===== src/rtl/vc_arbiter_ctrl.sv =====
// Routes words from two virtual-channel source FIFOs to two destination FIFOs.
// Arbitration is weighted round-robin; defining ARB_STRICT_PRIO_EN switches it to strict VC0 priority.
module vc_arbiter_ctrl #(
    parameter int unsigned DATA_SIZE  = 6,
    parameter int unsigned DEST_BIT   = 4,
    parameter int unsigned VC0_WEIGHT = 3,
    parameter int unsigned AF_DEFAULT = 3,
    parameter int unsigned AE_DEFAULT = 1
) (
    input  logic                 clk,
    input  logic                 reset,
    input  logic                 init,
    input  logic [1:0]           umbral_af_in,
    input  logic [1:0]           umbral_ae_in,
    input  logic                 vc0_empty,
    input  logic                 vc1_empty,
    input  logic [DATA_SIZE-1:0] vc0_data,
    input  logic [DATA_SIZE-1:0] vc1_data,
    input  logic                 pause_d0,
    input  logic                 pause_d1,
    input  logic                 error_vc0,
    input  logic                 error_vc1,
    input  logic                 error_d0,
    input  logic                 error_d1,
    output logic                 pop_vc0,
    output logic                 pop_vc1,
    output logic                 push_d0,
    output logic                 push_d1,
    output logic [DATA_SIZE-1:0] data_d0,
    output logic [DATA_SIZE-1:0] data_d1,
    output logic [1:0]           afD_o,
    output logic [1:0]           aeD_o,
    output logic [2:0]           state,
    output logic                 idle_out,
    output logic                 error_out
);

    localparam int unsigned CNT_W = 4;

    typedef enum logic [2:0] {
        S_RESET  = 3'd0,
        S_INIT   = 3'd1,
        S_IDLE   = 3'd2,
        S_ACTIVE = 3'd3,
        S_ERROR  = 3'd4
    } state_t;

    state_t                r_state;
    state_t                w_state_nxt;
    logic [CNT_W-1:0]      r_wcnt;
    logic [CNT_W-1:0]      w_wcnt_nxt;
    logic                  r_pend_valid;
    logic                  r_pend_dest;
    logic [DATA_SIZE-1:0]  r_data_d0;
    logic [DATA_SIZE-1:0]  r_data_d1;
    logic [1:0]            r_af;
    logic [1:0]            r_ae;

    logic                  w_any_err;
    logic                  w_arb_en;
    logic                  w_elig0;
    logic                  w_elig1;
    logic                  w_gnt0;
    logic                  w_gnt1;
    logic [DATA_SIZE-1:0]  w_word;
    logic                  w_dest;

    assign w_any_err = error_vc0 | error_vc1 | error_d0 | error_d1;
    // Errors and configuration requests outrank traffic, so they suppress new grants.
    assign w_arb_en  = (r_state == S_ACTIVE) && !reset && !w_any_err && !init;
    assign w_elig0   = !vc0_empty && !(vc0_data[DEST_BIT] ? pause_d1 : pause_d0);
    assign w_elig1   = !vc1_empty && !(vc1_data[DEST_BIT] ? pause_d1 : pause_d0);
    assign w_word    = w_gnt1 ? vc1_data : vc0_data;
    assign w_dest    = w_word[DEST_BIT];

    // Grant selection and weight counter update.
    always_comb begin
        w_gnt0     = 1'b0;
        w_gnt1     = 1'b0;
        w_wcnt_nxt = r_wcnt;
`ifdef ARB_STRICT_PRIO_EN
        w_wcnt_nxt = '0;
        if (w_arb_en) begin
            if (w_elig0) begin
                w_gnt0 = 1'b1;
            end else if (w_elig1) begin
                w_gnt1 = 1'b1;
            end
        end
`else
        if (w_arb_en) begin
            if (w_elig0 && w_elig1) begin
                if (r_wcnt < CNT_W'(VC0_WEIGHT)) begin
                    w_gnt0     = 1'b1;
                    w_wcnt_nxt = r_wcnt + CNT_W'(1);
                end else begin
                    w_gnt1     = 1'b1;
                    w_wcnt_nxt = '0;
                end
            end else if (w_elig0) begin
                w_gnt0 = 1'b1;
            end else if (w_elig1) begin
                w_gnt1     = 1'b1;
                w_wcnt_nxt = '0;
            end
        end
`endif
    end

    // State register.
    always_ff @(posedge clk) begin
        if (reset) begin
            r_state <= S_RESET;
        end else begin
            r_state <= w_state_nxt;
        end
    end

    // Next-state logic: error > init > traffic.
    always_comb begin
        w_state_nxt = r_state;
        case (r_state)
            S_RESET: w_state_nxt = S_INIT;
            S_INIT: begin
                if (w_any_err)  w_state_nxt = S_ERROR;
                else if (!init) w_state_nxt = S_IDLE;
            end
            S_IDLE: begin
                if (w_any_err)                     w_state_nxt = S_ERROR;
                else if (init)                     w_state_nxt = S_INIT;
                else if (!vc0_empty || !vc1_empty) w_state_nxt = S_ACTIVE;
            end
            S_ACTIVE: begin
                if (w_any_err)                    w_state_nxt = S_ERROR;
                else if (init)                    w_state_nxt = S_INIT;
                else if (vc0_empty && vc1_empty)  w_state_nxt = S_IDLE;
            end
            S_ERROR: w_state_nxt = S_ERROR;
            default: w_state_nxt = S_ERROR;
        endcase
    end

    // Output decode; an in-flight push is dropped if reset or an error shows up in its cycle.
    always_comb begin
        pop_vc0   = 1'b0;
        pop_vc1   = 1'b0;
        push_d0   = 1'b0;
        push_d1   = 1'b0;
        idle_out  = 1'b0;
        error_out = 1'b0;
        pop_vc0   = w_gnt0;
        pop_vc1   = w_gnt1;
        push_d0   = r_pend_valid && !r_pend_dest && !reset && !w_any_err;
        push_d1   = r_pend_valid &&  r_pend_dest && !reset && !w_any_err;
        idle_out  = (r_state == S_IDLE);
        error_out = (r_state == S_ERROR);
    end

    // Pending word capture, destination data holding registers and thresholds.
    always_ff @(posedge clk) begin
        if (reset) begin
            r_pend_valid <= 1'b0;
            r_pend_dest  <= 1'b0;
            r_data_d0    <= '0;
            r_data_d1    <= '0;
            r_wcnt       <= '0;
            r_af         <= 2'(AF_DEFAULT);
            r_ae         <= 2'(AE_DEFAULT);
        end else begin
            r_pend_valid <= w_gnt0 | w_gnt1;
            r_wcnt       <= w_wcnt_nxt;
            if (w_gnt0 || w_gnt1) begin
                r_pend_dest <= w_dest;
                if (w_dest) r_data_d1 <= w_word;
                else        r_data_d0 <= w_word;
            end
            if (r_state == S_INIT) begin
                r_af <= umbral_af_in;
                r_ae <= umbral_ae_in;
            end
        end
    end

    assign data_d0 = r_data_d0;
    assign data_d1 = r_data_d1;
    assign afD_o   = r_af;
    assign aeD_o   = r_ae;
    assign state   = r_state;

endmodule


===== config.mk =====
export PLATFORM = sky130hd
export DESIGN_NAME = vc_arbiter_ctrl
export DESIGN_NICKNAME = d
export VERILOG_FILES = /design/src/rtl/vc_arbiter_ctrl.sv
export SDC_FILE = /design/constraint.sdc
export NUM_CORES = 1
export LEC_CHECK = 0
export CORE_AREA = 8 8 65 67
export DETAILED_ROUTE_END_ITERATION = 6
export DIE_AREA = 0 0 73 75
export HOLD_SLACK_MARGIN = 0.15
export PLACE_DENSITY_LB_ADDON = 0.2
export SYNTH_ARGS = -nofsm -noshare
export SYNTH_HDL_FRONTEND = slang
export SYNTH_SLANG_ARGS = --single-unit
export TNS_END_PERCENT = 1

===== constraint.sdc =====
create_clock -name clk -period 2.4 [get_ports clk]
set_input_delay 0.36 -clock clk [delete_from_list [all_inputs] [get_ports clk]]
set_output_delay 0.36 -clock clk [all_outputs]
set_load 0.02 [all_outputs]

Word-level counts from Yosys, hierarchy flattened
Cells that the tools add are included.
Storage, ports and cells
  output and inout port bits: 25
  input port bits: 27
  register bits after elaboration: 24
  logic and storage cells: 77
Cells by class
  magnitude comparators: 1
  mux-type cells: 25
  reductions and logical operators: 29
  bitwise logic cells: 5
  equal/unequal tests: 8
  add/subtract/negate cells: 1
Operator list (number)
  $mux 3: 8
  $mux 4: 4
  $logic_and 1x1->1: 13
  $pmux 3 s4: 1
  $mux 1: 11
  $logic_not 1->1: 8
  $eq 3x2->1 const B: 2
  $mux 6: 1
  $reduce_and 3->1: 2
  $add 4x1->4 const B: 1
  $lt 4x2->1 const B: 1
  $ne 4x2->1 const B: 1
  $ne 4x3->1 const B: 1
  $or 1x1->1: 4
  $reduce_and 2->1: 2
  $eq 3x1->1 const B: 1
  $eq 3x3->1 const B: 1
  $logic_not 3->1: 1
  $ne 3x3->1 const B: 1
  $logic_or 1x1->1: 2
  $ne 2x1->1 const B: 1
  $reduce_bool 2->1: 1
  $not 1->1: 1

Longest topological paths before layout
Gate-level depths: netlist (run 1).
  depth after elaboration: 10
  depth in mapped cells: 8
  gate-level depth less buffers: 6

Least setup slack after synthesis (run 1)
No wires, ideal clock.
  path kind: flip-flop to flip-flop
  from: register r_state[0] (netlist: state[0])
  to: register r_data_d1[0] (netlist: data_d1[0])
  stages on the path, launching flop included: 7
  clock period less this slack: 1.976 ns
  path buffers: 1
  setup slack: 0.424 ns
  setup time: 0.087 ns
  arrival: 1.890 ns
  required time: 2.313 ns
  cells stage by stage: dfxtp_1 -> nor4bb_1 -> and4_1 -> buf_4 -> nand3_1 -> a211o_2 -> a221oi_2
On the way
  cells in the longest elaborated chain, start to end: 7
  elaborated cells on any way between the ends: 9
  classes of those cells: eq/ne (1); mux (3); reduce/logical (5)
Ends and longest elaborated chain
  start, declared: line 48  | state_t r_state;
  start signal, assigned: line 115  | r_state <= w_state_nxt;
  $eq 3x2->1 (*): line 70  | assign w_arb_en = (r_state == S_ACTIVE) && !reset && !w_any_err && !init;
  $logic_and 1x1->1 (*) (3 in series): line 70
  $mux 1: line 91  | if (w_arb_en) begin
  $mux 6 / $logic_or 1x1->1 (equally long branches): line 73, 172
  $reduce_and 2->1 (no source line)
  end signal, assigned: line 174  | if (w_dest) r_data_d1 <= w_word;
  end, declared: line 55  | logic [DATA_SIZE-1:0] r_data_d1;
Every way passes the cells marked *; elsewhere a longest branch is shown, timed or not.
A chain may end at the register's enable or synchronous reset.

Final worst setup path (run 1)
  from: input port error_vc1
  to: output port pop_vc0
On the way
  cells in the longest elaborated chain, start to end: 7
Ends and longest elaborated chain
  start, declared: line 22  | input logic error_vc1,
  $or 1x1->1 (3 in series): line 68  | assign w_any_err = error_vc0 | error_vc1 | error_d0 | error_d1;
  $logic_not 1->1: line 70
  $logic_and 1x1->1 (2 in series): line 70
  $mux 1: line 91
  end, declared: line 25  | output logic pop_vc0,
No other way between the ends.

==> impl_metrics.tcl, run 1 <==
set metrics [dict create \
    outcome "completed" \
    drt-wirelength-per-cell_um 14.7 \
    via_per_inst 5.17 \
    synthCells 140 \
    fillCellCount 295 \
    place_area_um2 1910 \
    cts_num_sinks 24 \
    ys_types 36 \
    layout.cells.non_filler 253 \
    track_usage 0.142 \
    cp.arrival_ns 1.90 \
    seq_area_um2 480 \
    post-dp-hpwl_um 3100 \
    grt_most_used_layer "met2" \
    synth-xor-area-share 0 \
    synth_compound_area_frac 0.241 \
    layout_setup_ws_ns 0.137 \
    antenna_cells 0 \
    grt_pass1_wl_um 6260 \
    grtUsageMet1 0.145 \
    clkTransAtPathRegs_ns 0.13 \
    die_height_um 75 \
    grt_max_degree 21 \
    fp-row-count 21 \
    syn_avg_cell_area_um2 8.81 \
    multi_input_area_um2 682 \
    globalplace.congestion 0.822 \
    post_cts_buffers 0 \
    syn_to_final_growth_pct 58.5 \
    numCtsBuffers 3 \
    leakagePower_uw 0.000732 \
    pre_cts_slack_ns -0.128 \
    synth_top_family_by_area "simple AND/OR/NAND/NOR gates" \
    fin_setup_tns_ns 0 \
    cts.htree.levels 1 \
    critPathLaunchType "primary input" \
    final_area_um2 1960 \
    max_cap_violations 0 \
    clock_latency_ns 0.31 \
    period_needed_ns 2.26 \
    peakVddDrop_mv 0.303 \
    hp-start "data_d1[4]" \
    yosysSeqAreaShare 0.389 \
    antenna_left 0 \
    powerDensity_nw_per_um2 454 \
    worstPathRequired_ns 2.04 \
    fmax_ghz 0.442 \
    io_buffers 50 \
    via_count 1309 \
    syn-num-nets 168 \
    hold_depth 2 \
    rsz0062_at_grt "no" \
    drc 0 \
    cts_root_buf "clkbuf_4" \
    drt-pass1-iter-count 4 \
    holdCritPathClass "reg -> reg" \
    ios 52 \
    die_x_um 73 \
    overflow 0 \
    yosys.area_share.simple 0.274 \
    startpoint "error_vc1" \
    worst_r2r_endpoint "data_d1[1]" \
    cp_max_fo 3 \
    initial_core_util 0.382 \
    cts_tree "done" \
    synthesis.area_um2 1230 \
    cp-end-kind "output port" \
    synth-seq-cells 24 \
    setup_viol 0 \
    drive_gt1_frac 0.159 \
    routed_wl_um 3710 \
    period_share 0.943 \
    drv_slew 0 \
    synth_fa_ha_area_frac 0.0101 \
    ys_warn_count 0 \
    antenna_found_initial 0 \
    rrSetupSlack_ns 0.32 \
    synth.mux.area_fraction 0.0243 \
    hold_path_end "data_d1[4]" \
    cts_max_path_buffers 2 \
    final_util 0.605 \
    final.setup_skew_ns 0.00404 \
    path_class "in -> out" \
    gr-usage-met2 0.262 \
    core_area_um2 3230 \
    nets 236 \
    numPlacedInstances 249 \
    rr_startpoint "r_wcnt[0]" \
    grt_pass1_vias 1377 \
    drt_iter0_markers 66 \
    dieArea_um2 5480 \
    finalHoldViolCount 0 \
    met3_usage 0.0533 \
    r2r_cells 7 \
]
## cell usage in the layout (no fill, tap or decap), types with 2 or more instances in the layout
| cell type | n |
|---|---|
| nand4b_1 | 5 |
| nand4_1 | 2 |
| and2_1 | 4 |
| a311oi_1 | 5 |
| nand2_1 | 11 |
| buf_4 | 21 |
| dlygate4sd2_1 | 4 |
| a221oi_2 | 5 |
| clkdlybuf4s50_1 | 46 |
| nor2_1 | 9 |
| a211o_1 | 3 |
| nor3_1 | 6 |
| nand2b_1 | 5 |
| nor4bb_1 | 2 |
| nand3_1 | 3 |
| a21oi_1 | 8 |
| dfxtp_1 | 24 |
| mux2i_1 | 3 |
| nor2b_1 | 5 |
| o21ai_0 | 10 |
| clkbuf_4 | 3 |
| inv_1 | 8 |
## per-stage QoR
stage	total power, uW	hold slack, ns
after global placement	603	0.438
final	889	0.456
after floorplan	504	0.431
after detailed placement	608	0.443
after global routing	927	0.489
after CTS	892	0.462
## metal layers
metal / wire [um] / up-vias
met1: 1470 / 610
met5: 0 / -
met4: 28 / 0
met2: 1940 / 43
li1: - / 652
met3: 277 / 4
## worst max path at each step
stage | endpoint | depth (start not counted)
final | pop_vc0 | 5
after global routing | pop_vc0 | 5
after CTS | pop_vc0 | 5
after detailed placement | pop_vc0 | 5
after global placement | push_d0 | 5
after floorplan | data_d1[0] | 6
## report_power, final
group / total (uW) / internal [uW] / leakage, uW / switching, uW
logic: 181 / 99.8 / 0.000509 / 81.2
registers: 418 / 409 / 0.000195 / 9.26
clock network: 289 / 169 / 0.0000279 / 120
total: 889 / 678 / 0.000732 / 211
## state kept, by name, summed over array words and instances (netlist names)
| signal | cells |
|---|---|
| data_d1 | 6 |
| data_d0 | 5 |
| state | 3 |
| r_wcnt | 4 |
| aeD_o | 2 |
| afD_o | 2 |
| r_pend_valid | 1 |
| r_pend_dest | 1 |
## logic make-up after synthesis
| group | after synthesis |
|---|---|
| adders and majority gates | 1 |
| DFF | 24 |
| buffers and inverters | 16 |
| muxes | 3 |
| and+or+nand+nor | 57 |
| other | 1 |
| AOI/OAI and AO/OA | 38 |
## layout make-up
type                            instances  share of cell area
Multi-Input combinational cell        100               0.349
Sequential cell                        24               0.246
Inverter                                8              0.0154
Clock buffer                            3              0.0115
Clock inverter                          1              0.0154
Tap cell                               46              0.0294
Timing Repair Buffer                   71               0.334
## cell usage after synthesis, drive strengths merged
library cell,number,area share
nor4,1,0.017
and4b,1,0.0081
nand4b,5,0.035
and2,4,0.020
buf,7,0.030
ha,1,0.010
a21o,1,0.0061
and3,1,0.0051
a22oi,1,0.0061
o31ai,1,0.0061
nand3,3,0.012
nand2,11,0.033
dfxtp,24,0.39
clkbuf,1,0.0030
nand2b,5,0.025
a211o,4,0.029
o21ba,1,0.0081
nand4,2,0.010
o21ai,11,0.045
nor2b,5,0.025
and4,1,0.0071
inv,8,0.024
a21oi,8,0.032
a221oi,5,0.061
nor3,6,0.024
mux2i,3,0.024
nor4bb,2,0.016
nor2,9,0.027
a311oi,6,0.048
nor3b,1,0.0061
conb,1,0.0030
## worst max-delay path, cell delays in order
cell and delay (ns):
clkdlybuf4s50_1 0.44, nor4_4 0.30, nand4_1 0.19, nor3_1 0.23, dlygate4sd2_1 0.37
## timing repair
item | 4_1_cts | 5_1_grt
setup endpoints to repair | 4 | 0
endpoints found under the hold margin | 0 | 0
gates resized for setup | 4 | 0
hold buffers | 0 | 0
No activity file was read; power rests on OpenSTA's default activity.
==> inputs of run 2 (changes only) <==
clock period = 2.8 ns   (was 2.4 ns; I/O delays follow)
==> impl_metrics.tcl, run 2 (synthesis results as in run 1) <==
set metrics [dict create \
    antenna_found_initial 0 \
    fillCellCount 284 \
    final_area_um2 1890 \
    drt-wirelength-per-cell_um 14.4 \
    antenna_left 0 \
    rrSetupSlack_ns 0.71 \
    fp-row-count 21 \
    period_share 0.950 \
    holdCritPathClass "reg -> reg" \
    period_needed_ns 2.66 \
    post-dp-hpwl_um 2820 \
    cpMaxStageDelayCell "clkdlybuf4s50_1" \
    cp-end-kind "output port" \
    syn_to_final_growth_pct 52.8 \
    place_area_um2 1830 \
    fmax_ghz 0.376 \
    outcome "completed" \
    hold_buffers 0 \
    grt_pass1_wl_um 5870 \
    numCtsBuffers 3 \
    overflow 0 \
    mostFrequentLayoutCells "50 x clkdlybuf4s50_1, 24 x dfxtp_1, 11 x nand2_1, 11 x buf_4, 10 x o21ai_0" \
    slew_headroom 0.629 \
    grt_pass1_vias 1316 \
    largest_reg_flops 6 \
    peakVddDrop_mv 0.395 \
    rsz0062_at_grt "no" \
    path_cells "clkdlybuf4s50_1 -> nor4_4 -> buf_4 -> nor4bb_1 -> clkdlybuf4s50_1" \
    drt_iter0_markers 75 \
    cts_resized 0 \
    cp.arrival_ns 2.24 \
    leakagePower_uw 0.000661 \
    cp_max_fo 7 \
    fin_setup_tns_ns 0 \
    drive_gt1_frac 0.117 \
    clock_latency_ns 0.32 \
    cts_max_path_buffers 2 \
    ios 52 \
    track_usage 0.133 \
    finalHoldViolCount 0 \
    final_common_cell "clkdlybuf4s50_1" \
    gr-usage-met2 0.237 \
    max_cap_violations 0 \
    grtUsageMet1 0.141 \
    routed_wl_um 3490 \
    hold_slack_ns 0.454 \
    grt_most_used_layer "met2" \
    via_per_inst 5.20 \
    path_common_cell "clkdlybuf4s50_1" \
    final.setup_skew_ns 0.00523 \
    grt_max_degree 21 \
    io_buffers 50 \
    drt-pass1-iter-count 4 \
    cts_root_buf "clkbuf_4" \
    core_area_um2 3230 \
    drv_slew 0 \
    path_class "in -> out" \
    power_uw 756 \
    die_x_um 73 \
    die_height_um 75 \
    cts_tree "done" \
    initial_core_util 0.382 \
    worst_pin_slew_ns 0.554 \
    globalplace.congestion 0.831 \
    dieArea_um2 5480 \
    nets 226 \
    cts.htree.levels 1 \
    worstPathRequired_ns 2.38 \
    drc 0 \
    met3_usage 0.0599 \
    via_count 1264 \
    antenna_cells 0 \
    critPathLaunchType "primary input" \
    cp_slowest_stage_delay_ns 0.67 \
    setup_viol 0 \
    post_cts_buffers 0 \
    clkTransAtPathRegs_ns 0.13 \
    final_util 0.583 \
    powerDensity_nw_per_um2 401 \
    cts_num_sinks 24 \
]
run 2: final cells by class:
class / count / area [um^2] / area share
clock buffers: 3 / 22.5 / 0.0119
multi-input cells: 100 / 682 / 0.362
well taps: 46 / 57.6 / 0.0305
clock inverters: 1 / 30.0 / 0.0159
inverters: 8 / 30.0 / 0.0159
repair buffers: 61 / 583 / 0.309
flip-flops and latches: 24 / 480 / 0.255
run 2: worst max-delay path, delay by kind of cell:
family	cells	cell delay, ns
simple gates	2	0.53
buf+inv	3	1.29
run 2: where the power goes:
group,leakage [uW],internal [uW],switching [uW]
Combinational,0.000438,78.7,67.0
Clock,0.0000279,145,107
Sequential,0.000195,351,7.87
Total,0.000661,574,182
run 2: per-stage QoR:
step                cells  worst slack (ns)
global route          243            0.0961
finish                243             0.140
global placement      239             0.174
detailed placement    239             0.167
CTS                   243             0.141
floorplan             140             0.767
run 2: path summary, 6_finish.rpt:
check,startpoint,endpoint,cells past startpoint
worst min-delay path,data_d1[4],data_d1[4],2
worst max-delay path,error_vc1,push_d0,5
worst max register to register,r_wcnt[0],data_d1[3],7
worst min register to register,data_d1[4],data_d1[4],2
run 2: routing by layer:
layer / vias to the layer above / wire (um)
met5: - / 0
met4: 0 / 17
met3: 2 / 329
met2: 57 / 1800
met1: 579 / 1350
li1: 626 / -
==> inputs of run 3 (changes only) <==
CTS_CLUSTER_DIAMETER = 80   (was default)
==> results of run 3 <==
Same layout as run 2: the final DEF is identical, and so are final timing and power.
